[src/rtl/attack_ctrl.sv]
// Attack sequencer: fire key -> ACTIVE -> COOLDOWN -> IDLE, timed in vsync frame ticks.
// Optional magazine/reload support is compiled in with `define ATTACK_AMMO_RELOAD_EN.
module attack_ctrl #(
  parameter logic [7:0]  FIRE_KEY        = 8'd44,
  parameter logic [7:0]  RELOAD_KEY      = 8'd21,
  parameter int unsigned ACTIVE_FRAMES   = 4,
  parameter int unsigned COOLDOWN_FRAMES = 8,
  parameter int unsigned AMMO_MAX        = 10,
  parameter int unsigned RELOAD_FRAMES   = 60
) (
  input  logic       Clk,
  input  logic       Reset,
  input  logic       frame_clk,
  input  logic [7:0] keycode,
  input  logic [1:0] Player_Direction,
  output logic       attack_on,
  output logic [1:0] attack_dir,
  output logic       hit_pulse,
  output logic [3:0] ammo,
  output logic [1:0] state
);

  localparam int unsigned CNT_W  = 8;
  localparam int unsigned AMMO_W = 4;

  localparam logic [1:0] ST_IDLE     = 2'd0;
  localparam logic [1:0] ST_ACTIVE   = 2'd1;
  localparam logic [1:0] ST_COOLDOWN = 2'd2;
  localparam logic [1:0] ST_RELOAD   = 2'd3;

  localparam logic [CNT_W-1:0]  ACTIVE_LAST   = CNT_W'(ACTIVE_FRAMES - 1);
  localparam logic [CNT_W-1:0]  COOLDOWN_LAST = CNT_W'(COOLDOWN_FRAMES - 1);
  localparam logic [AMMO_W-1:0] AMMO_FULL     = AMMO_W'(AMMO_MAX);

  logic [2:0]        sync_q;
  logic              tick_q;
  logic [1:0]        state_q, state_d;
  logic [CNT_W-1:0]  cnt_q, cnt_d;
  logic [AMMO_W-1:0] ammo_q, ammo_d;
  logic [1:0]        dir_q, dir_d;
  logic              attack_on_q;
  logic              hit_q;
  logic [CNT_W-1:0]  cnt_inc_c;
  logic              fire_ok_c;

  // Two-flop synchroniser plus edge-history flop; tick is a registered rising-edge strobe
  always_ff @(posedge Clk) begin
    if (Reset) begin
      sync_q <= 3'b000;
      tick_q <= 1'b0;
    end else begin
      sync_q <= {sync_q[1:0], frame_clk};
      tick_q <= sync_q[1] & ~sync_q[2];
    end
  end

  // Saturating increment keeps the frame counter from ever wrapping
  assign cnt_inc_c = (cnt_q == {CNT_W{1'b1}}) ? cnt_q : cnt_q + CNT_W'(1);

`ifdef ATTACK_AMMO_RELOAD_EN
  localparam logic [CNT_W-1:0] RELOAD_LAST = CNT_W'(RELOAD_FRAMES - 1);
  assign fire_ok_c = (ammo_q != '0);
`else
  logic unused_reload_c;
  assign unused_reload_c = ^{RELOAD_KEY, CNT_W'(RELOAD_FRAMES)};
  assign fire_ok_c = 1'b1;
`endif

  always_comb begin
    state_d = state_q;
    cnt_d   = cnt_q;
    ammo_d  = ammo_q;
    dir_d   = dir_q;
    case (state_q)
      ST_IDLE: begin
        if (keycode == FIRE_KEY && fire_ok_c) begin
          state_d = ST_ACTIVE;
          cnt_d   = '0;
          dir_d   = Player_Direction;
`ifdef ATTACK_AMMO_RELOAD_EN
          ammo_d  = ammo_q - AMMO_W'(1);
`endif
        end
`ifdef ATTACK_AMMO_RELOAD_EN
        else if (keycode == RELOAD_KEY && ammo_q < AMMO_FULL) begin
          state_d = ST_RELOAD;
          cnt_d   = '0;
        end
`endif
      end
      ST_ACTIVE: begin
        if (tick_q) begin
          if (cnt_q == ACTIVE_LAST) begin
            state_d = ST_COOLDOWN;
            cnt_d   = '0;
          end else begin
            cnt_d = cnt_inc_c;
          end
        end
      end
      ST_COOLDOWN: begin
        if (tick_q) begin
          if (cnt_q == COOLDOWN_LAST) begin
            state_d = ST_IDLE;
            cnt_d   = '0;
          end else begin
            cnt_d = cnt_inc_c;
          end
        end
      end
      ST_RELOAD: begin
`ifdef ATTACK_AMMO_RELOAD_EN
        if (tick_q) begin
          if (cnt_q == RELOAD_LAST) begin
            state_d = ST_IDLE;
            cnt_d   = '0;
            ammo_d  = AMMO_FULL;
          end else begin
            cnt_d = cnt_inc_c;
          end
        end
`else
        state_d = ST_IDLE;
        cnt_d   = '0;
`endif
      end
      default: begin
        state_d = ST_IDLE;
        cnt_d   = '0;
      end
    endcase
  end

  // State, counter and registered outputs; hit strobes only on the IDLE->ACTIVE edge
  always_ff @(posedge Clk) begin
    if (Reset) begin
      state_q     <= ST_IDLE;
      cnt_q       <= '0;
      ammo_q      <= AMMO_FULL;
      dir_q       <= 2'd0;
      attack_on_q <= 1'b0;
      hit_q       <= 1'b0;
    end else begin
      state_q     <= state_d;
      cnt_q       <= cnt_d;
      ammo_q      <= ammo_d;
      dir_q       <= dir_d;
      attack_on_q <= (state_d == ST_ACTIVE);
      hit_q       <= (state_q == ST_IDLE) && (state_d == ST_ACTIVE);
    end
  end

  assign state      = state_q;
  assign attack_on  = attack_on_q;
  assign attack_dir = dir_q;
  assign hit_pulse  = hit_q;
  assign ammo       = ammo_q;

endmodule

[config.mk]
export PLATFORM = sky130hd
export DESIGN_NAME = attack_ctrl
export DESIGN_NICKNAME = d
export VERILOG_FILES = /design/src/rtl/attack_ctrl.sv
export SDC_FILE = /design/constraint.sdc
export NUM_CORES = 1
export LEC_CHECK = 0
export ABC_AREA = 1
export BUFFER_PORTS_ARGS = -buffer_cell sky130_fd_sc_hd__buf_2
export CORE_AREA = 2 2 49 51
export CTS_BUF_LIST = sky130_fd_sc_hd__clkbuf_16
export DETAILED_ROUTE_END_ITERATION = 7
export DIE_AREA = 0 0 51 53
export PLACE_DENSITY = 0.73
export SKIP_LAST_GASP = 1
export SYNTH_ARGS = -nofsm -noshare
export SYNTH_HDL_FRONTEND = slang
export SYNTH_SLANG_ARGS = --single-unit
export TNS_END_PERCENT = 30
[constraint.sdc]
create_clock -name Clk -period 2.1 [get_ports Clk]
set_clock_uncertainty 0.05 [all_clocks]
set_input_delay 0.42 -clock Clk [delete_from_list [all_inputs] [get_ports Clk]]
set_output_delay 0.42 -clock Clk [all_outputs]
set_load 0.02 [all_outputs]
==> impl_table.tex <==
\begin{tabular}{lr}
\hline
Metric & Value \\
\hline
\multicolumn{2}{l}{\textbf{Detailed routing}} \\
\quad Number of optimization iterations in the first detailed-route pass & 4 \\
\quad Routed vias & 936 \\
\quad Wire length reported by the detailed router & between 2000 and 2500 µm \\
\quad Post-DR wirelength/cell & 10.2 µm \\
\quad Post-detailed-route via-to-cell ratio & 4.75 \\
\quad First DRT Iteration DRCs & 16 \\
\quad Number of antenna-violating nets in the routed design & 0 \\
\quad Residual DRC count & 0 \\
\multicolumn{2}{l}{\textbf{Yosys}} \\
\quad Combined area of all synthesized cells & around 0.0010 mm² \\
\quad Yosys synthesis warning count & 0 \\
\quad Number of synthesized register bits & 18 \\
\quad Gate count after technology mapping & 149 \\
\quad Share of the yosys chip area belonging to registers & 34.6\% \\
\quad Number of unique standard cell types used by synthesis & 24 \\
\quad Syn\_area\_per\_cell & approximately 7 µm² \\
\multicolumn{2}{l}{\textbf{Place}} \\
\quad HPWL Detailed & between 1500 and 2000 µm \\
\quad Instance count after placement with tap cells included & roughly 190 \\
\quad Final Wtd Congestion & 0.865 \\
\quad Number of port buffers & 18 \\
\multicolumn{2}{l}{\textbf{Clocking}} \\
\quad Gates resized, CTS repair & 0 \\
\quad Htree depth & 1 \\
\quad Setup bufs post-CTS & 0 \\
\quad TritonCTS Sinks & 18 \\
\quad Number of buffers between clock root and the deepest sink & 2 \\
\quad Latest clock arrival within the worst-skew pair & 0.25 ns \\
\quad Buffer cell driving the clock tree root & sky130\_fd\_sc\_hd\_\_clkbuf\_16 \\
\quad Clock-pin slew of the registers on the worst-case setup and hold paths & about 0.05 ns \\
\quad Clock tree from TritonCTS & yes \\
\quad CTS Hold Buffers Added & 0 \\
\quad Number of buffers added by the clock tree synthesis step & 3 \\
\multicolumn{2}{l}{\textbf{Timing}} \\
\quad Final min period & 1.62 ns \\
\quad Summed negative setup slack over all endpoints & 0 ns \\
\quad Unrepaired setup endpoints after global routing & false \\
\quad Final hold violation count & 0 \\
\quad Final setup violation count & 0 \\
\quad Final count of pins violating max slew & 0 \\
\quad Portion of the clock cycle consumed by the worst path in the final layout & 77.1\% \\
\quad Highest attainable clock frequency & 618 MHz \\
\multicolumn{2}{l}{\textbf{Min path}} \\
\quad Launch instance of the worst min-delay path & frame\_clk \\
\quad Worst-case hold path end point & sync\_q[0] \\
\quad Tightest Hold Check Type & in -> reg \\
\quad Hold Path Depth & 3 \\
\multicolumn{2}{l}{\textbf{Pwr}} \\
\quad Pleak & 0.570 nW \\
\quad P per Cell Area & $\sim$630 mW/mm² \\
\quad Peak supply drop & between 0.7 and 0.8 mV \\
\multicolumn{2}{l}{\textbf{Worst setup path}} \\
\quad Critical Path End Type & flip-flop \\
\quad Maximum fanout count along the critical path & 5 \\
\quad Register-to-Register Setup Slack & just under 0.5 ns \\
\quad Setup crit start kind & flip-flop \\
\quad Number of cells on the worst reg-to-reg path & 7 \\
\quad Data arrival, critical path & 1.76 ns \\
\quad Critical register-to-register path endpoint & cnt\_q[7] \\
\quad CP required & around 2.2 ns \\
\quad R2R Path Start & state[1] \\
\quad WS Path Type & reg -> reg \\
\multicolumn{2}{l}{\textbf{Floorplanning}} \\
\quad Initial cell density of the core & 48.5\% \\
\quad Row cnt & 17 \\
\quad Die width & about 51 µm \\
\quad Total I/O pin count & 23 \\
\quad Area of the placeable core & 0.00215 mm² \\
\quad Chip Height & between 50 and 60 µm \\
\quad Die Area & 0.00270 mm² \\
\multicolumn{2}{l}{\textbf{Run}} \\
\quad Max-cap violations & 0 \\
\multicolumn{2}{l}{\textbf{Global routing}} \\
\quad Largest net degree at the start of global routing & 11 \\
\quad Antenna violations before repair & 0 \\
\quad Number of global-route vias before repair & 828 \\
\quad Overflow left after global routing & 0 \\
\quad Global-route wire length before repair & 3370 µm \\
\quad Overall fraction of global-route tracks in use & 16.6\% \\
\multicolumn{2}{l}{\textbf{Finish}} \\
\quad Layout Cells excl Fill & $\sim$200 \\
\quad Total area of multi-input combinational cells & 568 µm² \\
\quad Fill count & 207 \\
\quad Area growth, synth to finish & 17.4\% \\
\quad Area taken by flip-flops and latches & 360 µm² \\
\quad Diode insertion count for antenna repair & 0 \\
\quad Fraction of final layout cells sized beyond drive strength 1 & 26.0\% \\
\quad Net count, final & 188 \\
\multicolumn{2}{l}{\textbf{Outcome}} \\
\quad Status & complete, no violations \\
\hline
\end{tabular}
[routing by layer]
| layer | GRT usage (%) | wire length [µm] | part of all wire, % |
|---|---|---|---|
| met1 | 18.8 | 906 | 45 |
| met2 | 29.4 | 937 | 47 |
| met3 | 2.82 | 118 | 5.9 |
| met4 | 9.46 | 45 | 2.2 |
| met5 | 0 | 0 | 0 |
[stage by stage]
step                util [%]  hold WS (ns)  worst slack, ns  total power [mW]  instance area, µm²
detailed placement      53.2         0.331            0.526             0.391                1140
floorplan                  -         0.324            0.505             0.381                1050
global placement        53.2         0.329            0.566             0.390                1140
CTS                     56.9         0.333            0.476             0.769                1220
global route            56.9         0.338            0.343             0.789                1220
finish                  56.9         0.326            0.481             0.768                1220
[cell families (layout without fill, tap and decap cells)]
logic type	Yosys count	count (layout)	synth area share, %
AO/OA/AOI/OAI	17	17	9.98
AND/OR/NAND/NOR	79	79	37.1
flip-flops	18	18	34.6
buffers and inverters	28	46	11.5
adder cells (fa/ha/maj)	5	5	6.01
other	2	4	0.721
[final cells by class]
type / instances / area share (%)
clock buffer: 3 / 6.14
clock inverter: 1 / 0.307
timing repair buffer: 18 / 7.37
inverter: 24 / 7.37
sequential: 18 / 29.5
tap: 28 / 2.87
multi-input combinational: 105 / 46.5
[layout by cell type, fill, tap and decap left out]
cell type	instances
sky130_fd_sc_hd__conb_1	4
sky130_fd_sc_hd__clkinv_1	1
sky130_fd_sc_hd__nor2_2	6
sky130_fd_sc_hd__nand2_2	8
sky130_fd_sc_hd__a21oi_2	1
sky130_fd_sc_hd__nand3_4	1
sky130_fd_sc_hd__inv_1	23
sky130_fd_sc_hd__a21oi_1	3
sky130_fd_sc_hd__nor2_1	21
sky130_fd_sc_hd__o21ai_0	8
sky130_fd_sc_hd__nand2_1	27
sky130_fd_sc_hd__and2_4	1
sky130_fd_sc_hd__nor3_1	1
sky130_fd_sc_hd__inv_2	1
sky130_fd_sc_hd__nand3_1	7
sky130_fd_sc_hd__o21bai_1	1
sky130_fd_sc_hd__buf_2	18
sky130_fd_sc_hd__clkbuf_16	3
sky130_fd_sc_hd__nand3_2	1
sky130_fd_sc_hd__dfxtp_1	18
sky130_fd_sc_hd__ha_1	5
sky130_fd_sc_hd__nand4_1	4
sky130_fd_sc_hd__or2_0	1
sky130_fd_sc_hd__nand2_4	1
sky130_fd_sc_hd__o21ai_2	3
sky130_fd_sc_hd__o22ai_1	1
[Yosys cell counts, drive strengths merged]
library cell | n | area, µm²
o21bai | 1 | 7.51
and2 | 1 | 8.76
nand4 | 4 | 25.0
ha | 5 | 62.6
dfxtp | 18 | 360
nand2 | 36 | 163
conb | 2 | 7.51
a21oi | 4 | 23.8
buf | 4 | 30.0
o22ai | 1 | 6.26
nor3 | 1 | 5.00
inv | 24 | 90.1
nor2 | 27 | 116
o21ai | 11 | 66.3
or2 | 1 | 6.26
nand3 | 9 | 62.6
[sequential cells by signal, indices dropped and copies added (netlist names)]
name        cells
hit_pulse       1
state           2
cnt_q           8
sync_q          3
tick_q          1
attack_on       1
attack_dir      2
[report_power, final]
part	switching, mW	total (mW)	internal, mW
Combinational	0.0226	0.0368	0.0142
Clock	0.131	0.385	0.253
Sequential	0.00133	0.347	0.345
Total	0.155	0.768	0.613
[critical path: stages, from the launching register on]
cell                      delay (ns)
sky130_fd_sc_hd__dfxtp_1        0.38
sky130_fd_sc_hd__inv_1          0.10
sky130_fd_sc_hd__ha_1           0.22
sky130_fd_sc_hd__o21ai_2        0.23
sky130_fd_sc_hd__nand2_1        0.16
sky130_fd_sc_hd__o21ai_0        0.21
sky130_fd_sc_hd__o21ai_0        0.12
sky130_fd_sc_hd__nor2_1         0.09
[worst max-delay path by stage]
stage / startpoint / endpoint / cells past startpoint
global placement: state[1] / cnt_q[7] / 8
finish: state[1] / cnt_q[7] / 7
detailed placement: state[1] / cnt_q[7] / 8
global route: state[1] / cnt_q[7] / 7
floorplan: state[1] / cnt_q[1] / 8
CTS: state[1] / cnt_q[7] / 7
Power figures use the tool's default switching activity.
